<file path="src/rtl/seg7_scan.sv">
// Eight-digit multiplexed seven-segment scanner with tear-free frame-boundary
// word updates and an all-off anode gap after each digit advance.
module seg7_scan #(
    parameter int BLANK_CYCLES = 4
) (
    input  logic        clk_in,
    input  logic        reset_n,
    input  logic        tick_in,
    input  logic        en,
    input  logic [31:0] data_in,
    input  logic        load,
    input  logic [7:0]  blank_in,
    input  logic [7:0]  dp_in,
    output logic [7:0]  an,
    output logic [6:0]  seg,
    output logic        dp_n,
    output logic        load_ack,
    output logic        frame_done
);

    localparam int         DATA_W   = 32;
    localparam logic [7:0] BLANK_LD = 8'(BLANK_CYCLES);

    function automatic logic [6:0] hex7(input logic [3:0] nib);
        logic [6:0] s;
        unique case (nib)
            4'h0:    s = 7'h40;
            4'h1:    s = 7'h79;
            4'h2:    s = 7'h24;
            4'h3:    s = 7'h30;
            4'h4:    s = 7'h19;
            4'h5:    s = 7'h12;
            4'h6:    s = 7'h02;
            4'h7:    s = 7'h78;
            4'h8:    s = 7'h00;
            4'h9:    s = 7'h10;
            4'hA:    s = 7'h08;
            4'hB:    s = 7'h03;
            4'hC:    s = 7'h46;
            4'hD:    s = 7'h21;
            4'hE:    s = 7'h06;
            default: s = 7'h0E;
        endcase
        return s;
    endfunction

    logic              tick_p0, tick_p1, tick_p2;
    logic [2:0]        idx;
    logic [7:0]        cnt;
    logic [DATA_W-1:0] pend_data, shd_data;
    logic [7:0]        pend_blank, pend_dp, shd_blank, shd_dp;
    logic              pend_vld;

    logic              tick_edge, wrap;
    logic [2:0]        idx_nx;
    logic [7:0]        cnt_nx;
    logic [DATA_W-1:0] shd_data_nx;
    logic [7:0]        shd_blank_nx, shd_dp_nx;
    logic [7:0]        an_nx;
    logic [6:0]        seg_nx;
    logic              dp_nx;

    // Stage: edge detect, next scan position and next shadow contents
    always_comb begin
        tick_edge    = tick_p1 & ~tick_p2;
        idx_nx       = idx;
        cnt_nx       = (cnt == 8'd0) ? 8'd0 : cnt - 8'd1;
        wrap         = 1'b0;
        shd_data_nx  = shd_data;
        shd_blank_nx = shd_blank;
        shd_dp_nx    = shd_dp;
        if (tick_edge) begin
            idx_nx = idx + 3'd1;
            cnt_nx = BLANK_LD;
            wrap   = (idx == 3'd7);
        end
        if (wrap && pend_vld) begin
            shd_data_nx  = pend_data;
            shd_blank_nx = pend_blank;
            shd_dp_nx    = pend_dp;
        end
        // Outputs follow the next-state so the digit drawn always matches the index latched with it
        an_nx = 8'hFF;
        if (cnt_nx == 8'd0 && en && !shd_blank_nx[idx_nx])
            an_nx = ~(8'd1 << idx_nx);
        seg_nx = hex7(shd_data_nx[{idx_nx, 2'b00} +: 4]);
        dp_nx  = ~shd_dp_nx[idx_nx];
    end

    // Stage: registered state and outputs
    always_ff @(posedge clk_in) begin
        if (!reset_n) begin
            tick_p0    <= 1'b0;
            tick_p1    <= 1'b0;
            tick_p2    <= 1'b0;
            idx        <= 3'd0;
            cnt        <= 8'd0;
            pend_data  <= '0;
            pend_blank <= '0;
            pend_dp    <= '0;
            pend_vld   <= 1'b0;
            shd_data   <= '0;
            shd_blank  <= '0;
            shd_dp     <= '0;
            an         <= 8'hFF;
            seg        <= 7'h7F;
            dp_n       <= 1'b1;
            load_ack   <= 1'b0;
            frame_done <= 1'b0;
        end else begin
            tick_p0    <= tick_in;
            tick_p1    <= tick_p0;
            tick_p2    <= tick_p1;
            idx        <= idx_nx;
            cnt        <= cnt_nx;
            shd_data   <= shd_data_nx;
            shd_blank  <= shd_blank_nx;
            shd_dp     <= shd_dp_nx;
            // A load on the wrap cycle wins over the clear, so it waits for the next wrap
            if (load) begin
                pend_data  <= data_in;
                pend_blank <= blank_in;
                pend_dp    <= dp_in;
                pend_vld   <= 1'b1;
            end else if (wrap) begin
                pend_vld <= 1'b0;
            end
            an         <= an_nx;
            seg        <= seg_nx;
            dp_n       <= dp_nx;
            load_ack   <= wrap & pend_vld;
            frame_done <= wrap;
        end
    end

endmodule

</file>
<file path="config.mk">
export PLATFORM = sky130hd
export DESIGN_NAME = seg7_scan
export DESIGN_NICKNAME = d
export VERILOG_FILES = /design/src/rtl/seg7_scan.sv
export SDC_FILE = /design/constraint.sdc
export NUM_CORES = 1
export LEC_CHECK = 0
export BUFFER_PORTS_ARGS = -buffer_cell sky130_fd_sc_hd__buf_2
export CAP_MARGIN = 30
export CORE_MARGIN = 5
export CORE_UTILIZATION = 60
export DETAILED_ROUTE_END_ITERATION = 6
export GPL_TIMING_DRIVEN = 1
export PLACE_DENSITY = 0.81
export SYNTH_ARGS = -nofsm -noshare
export SYNTH_HDL_FRONTEND = slang
export SYNTH_SLANG_ARGS = --single-unit
</file>
<file path="constraint.sdc">
create_clock -name clk_in -period 5.8 [get_ports clk_in]
set_input_delay 0.58 -clock clk_in [delete_from_list [all_inputs] [get_ports clk_in]]
set_output_delay 0.58 -clock clk_in [all_outputs]
set_load 0.005 [all_outputs]
</file>
==> summary.md <==
| Metric | Value |
|---|---|
| Synth cell count leaders | dfxtp_1, nor2_1, mux2i_1 |
| Max-slew violations | 0 |
| Crit Path Category | reg2reg |
| CP Capture Type | register |
| Measured slew at the worst slew-check pin | 0.9775 ns |
| Core Area | 0.008678 mm² |
| R2R Path Start | idx[0] |
| Setup TNS | 0 ns |
| Maximum vdd drop | 0.2439 mV |
| Vias in the first global route | 3941 |
| Via density | 5.582 |
| Main synth FF type | dfxtp_1 |
| Post-cts sizing count | 0 |
| Clock sink count | 129 |
| Status | completed |
| Avg Cell Area, Syn | 10.38 µm² |
| HP Class | in2reg |
| Ys async rst share | 0% |
| Die area | 0.01088 mm² |
| Clock Latency Late Sink | 0.51 ns |
| Number of synthesized flops with an enable pin | 0 |
| Final Setup Violations | 0 |
| Hpwl dp | 7409 µm |
| Max-cap violations | 0 |
| Syn Inst Count | 514 |
| Grt ovf | 0 |
| Iter 0 DRT Violations | 231 |
| Period utilisation layout | 62.89% |
| RePlAce Congestion | 0.8040 |
| Die span in x | 104.3 µm |
| Top-area cell type share of the netlist area | 48.41% |
| Leading area contributor after synthesis | dfxtp_1 |
| CTS tree | yes |
| H-tree depth | 4 |
| Worst-path maximum fanout | 34 |
| # port buffers | 70 |
| CTS Buf Count | 17 |
| Rel. slew slack | 34.74% |
| Nets | 641 |
| Startpoint Class | register |
| Worst EP required | 6.18 ns |
| Leakage | 2.955 nW |
| Total power | 0.002167 W |
| Final ANT Viol Nets | 0 |
| Post-Syn Area | 0.005335 mm² |
| Drc violations | 0 |
| Synth top area cells | dfxtp_1, mux2i_1, nor2_1 |
| Post-CTS Setup Inserts | 0 |
| Max Clk Rate | 274.1 MHz |
| Crit path launch | idx[0] |
| Initial Util | 61.48% |
| First-pass GRT wire length | 18350 µm |
| Antenna fix cells | 0 |
| P per Cell Area | 348.8 mW/mm² |
| Worst Path Arrival | 4.03 ns |
| Hold Fails Final Rpt | 0 |
| Clock transition at path regs | 0.05 ns |
| Number of distinct library cells after synthesis | 53 |
| Synth warn | 0 |
| Clk buf depth | 2 |
| Area growth from synthesis to layout | 16.44% |
| Routed len/inst | 15.86 µm |
| Max Clock Skew | 0.006270 ns |
| Row count | 34 |
| Clock root buffer master | clkbuf_8 |
| Die Y | 104.3 µm |
| Hold Crit Start | tick_in |
| Syn Nets | 576 |
| Register area share after synthesis | 48.41% |
| #FFs+latches synth | 129 |
| Via count | 3896 |
| 1st-pass router iterations | 4 |
| RSZ-0062 raised after global routing | no |
| Largest net degree at the start of global routing | 57 |
| Layout cells sized above 1 | 22.20% |
| Routed wire length | 11070 µm |
| Post-route minimum period | 3.648 ns |
| GRT Total Usage | 20.61% |
| Top-count cell post-synth | dfxtp_1 |
| Io pins | 71 |
| Initial antenna violation count | 0 |
| CTS hold repair buffers | 0 |
## cell usage in the layout (no fill, tap or decap), types with 6 or more instances in the layout
cell	netlist	routed
dfxtp_1	129	129
nor2_1	113	113
mux2i_1	96	96
buf_2	1	71
inv_1	17	16
clkbuf_16	0	16
o22ai_1	15	15
nand2_1	15	15
a21oi_1	9	9
ha_1	9	9
or3_1	8	8
nor3_1	7	7
o221ai_1	6	6
## per-stage QoR
step	hold WS [ns]	setup WS [ns]	utilization, %	area, µm²	cells
2_1_floorplan	0.4119	2.879	-	5335	514
3_3_place_gp	0.4232	2.033	65.20	5658	666
3_5_place_dp	0.4366	2.258	65.48	5683	668
4_1_cts	0.2726	2.202	71.58	6212	698
5_1_grt	0.2712	1.929	71.58	6212	698
6_report	0.2887	2.152	71.58	6212	698
## worst max-delay path, cell delays in order (launching register included)
cell,delay [ns]
dfxtp_1,0.56
ha_1,0.22
ha_1,0.20
nand4b_4,0.36
buf_12,0.33
mux2i_1,0.17
o22ai_1,0.18
nor3_1,0.08
nor2_1,0.38
inv_1,0.14
ha_1,0.28
nor2_1,0.21
o221ai_1,0.22
o41ai_2,0.11
a211oi_2,0.07
## cell type report
| type | instances | area, µm² |
|---|---|---|
| sequential | 129 | 2582 |
| multi-input combinational | 340 | 2511 |
| fill | 655 | 2466 |
| clock buffer | 25 | 474.2 |
| timing repair buffer | 74 | 390.4 |
| tap | 108 | 135.1 |
| inverter | 17 | 63.81 |
| clock inverter | 5 | 55.05 |
## logic make-up (layout without fill, tap and decap cells)
logic type | Yosys count | after routing | synth area share, %
buffers and inverters | 45 | 121 | 4.526
AOI/OAI and AO/OA | 53 | 53 | 8.865
DFF | 129 | 129 | 48.41
xor gates and xnor gates | 4 | 4 | 0.6566
adders and majority gates | 9 | 9 | 2.111
and+or+nand+nor | 175 | 175 | 16.53
muxes | 99 | 99 | 18.90
## flip-flops by register name (all words and copies together), names as in the netlist
register    flops
pend_data      32
tick_p0         1
frame_done      1
cnt             8
an              8
pend_blank      8
seg             7
pend_vld        1
idx             3
tick_p2         1
pend_dp         8
tick_p1         1
load_ack        1
shd_data       32
shd_blank       8
dp_n            1
shd_dp          8
## worst paths after layout
check / to / slack [ns] / cells after the start
setup reg to reg: seg[0] / 2.15 / 14
hold reg to reg: tick_p1 / 0.45 / 1
hold / removal: tick_p0 / 0.29 / 2
setup / recovery: seg[0] / 2.15 / 14
## power breakdown
part / leakage (nW) / internal [W] / total, W / switching [W]
clock: 0.254 / 0.000595 / 0.000940 / 0.000345
combinational: 1.65 / 0.000117 / 0.000254 / 0.000137
sequential: 1.05 / 0.000934 / 0.000973 / 0.0000392
total: 2.96 / 0.00165 / 0.00217 / 0.000521
## metal layers
| layer | up-vias | GRT usage, % | routed length (µm) |
|---|---|---|---|
| met5 | - | 0 | 0 |
| met3 | 22 | 6.704 | 673 |
| met1 | 1842 | 25.64 | 4761 |
| met4 | 0 | 8.696 | 251 |
| li1 | 1916 | - | - |
| met2 | 116 | 32.71 | 5382 |
Note: power is estimated with default switching activity, not from simulation.
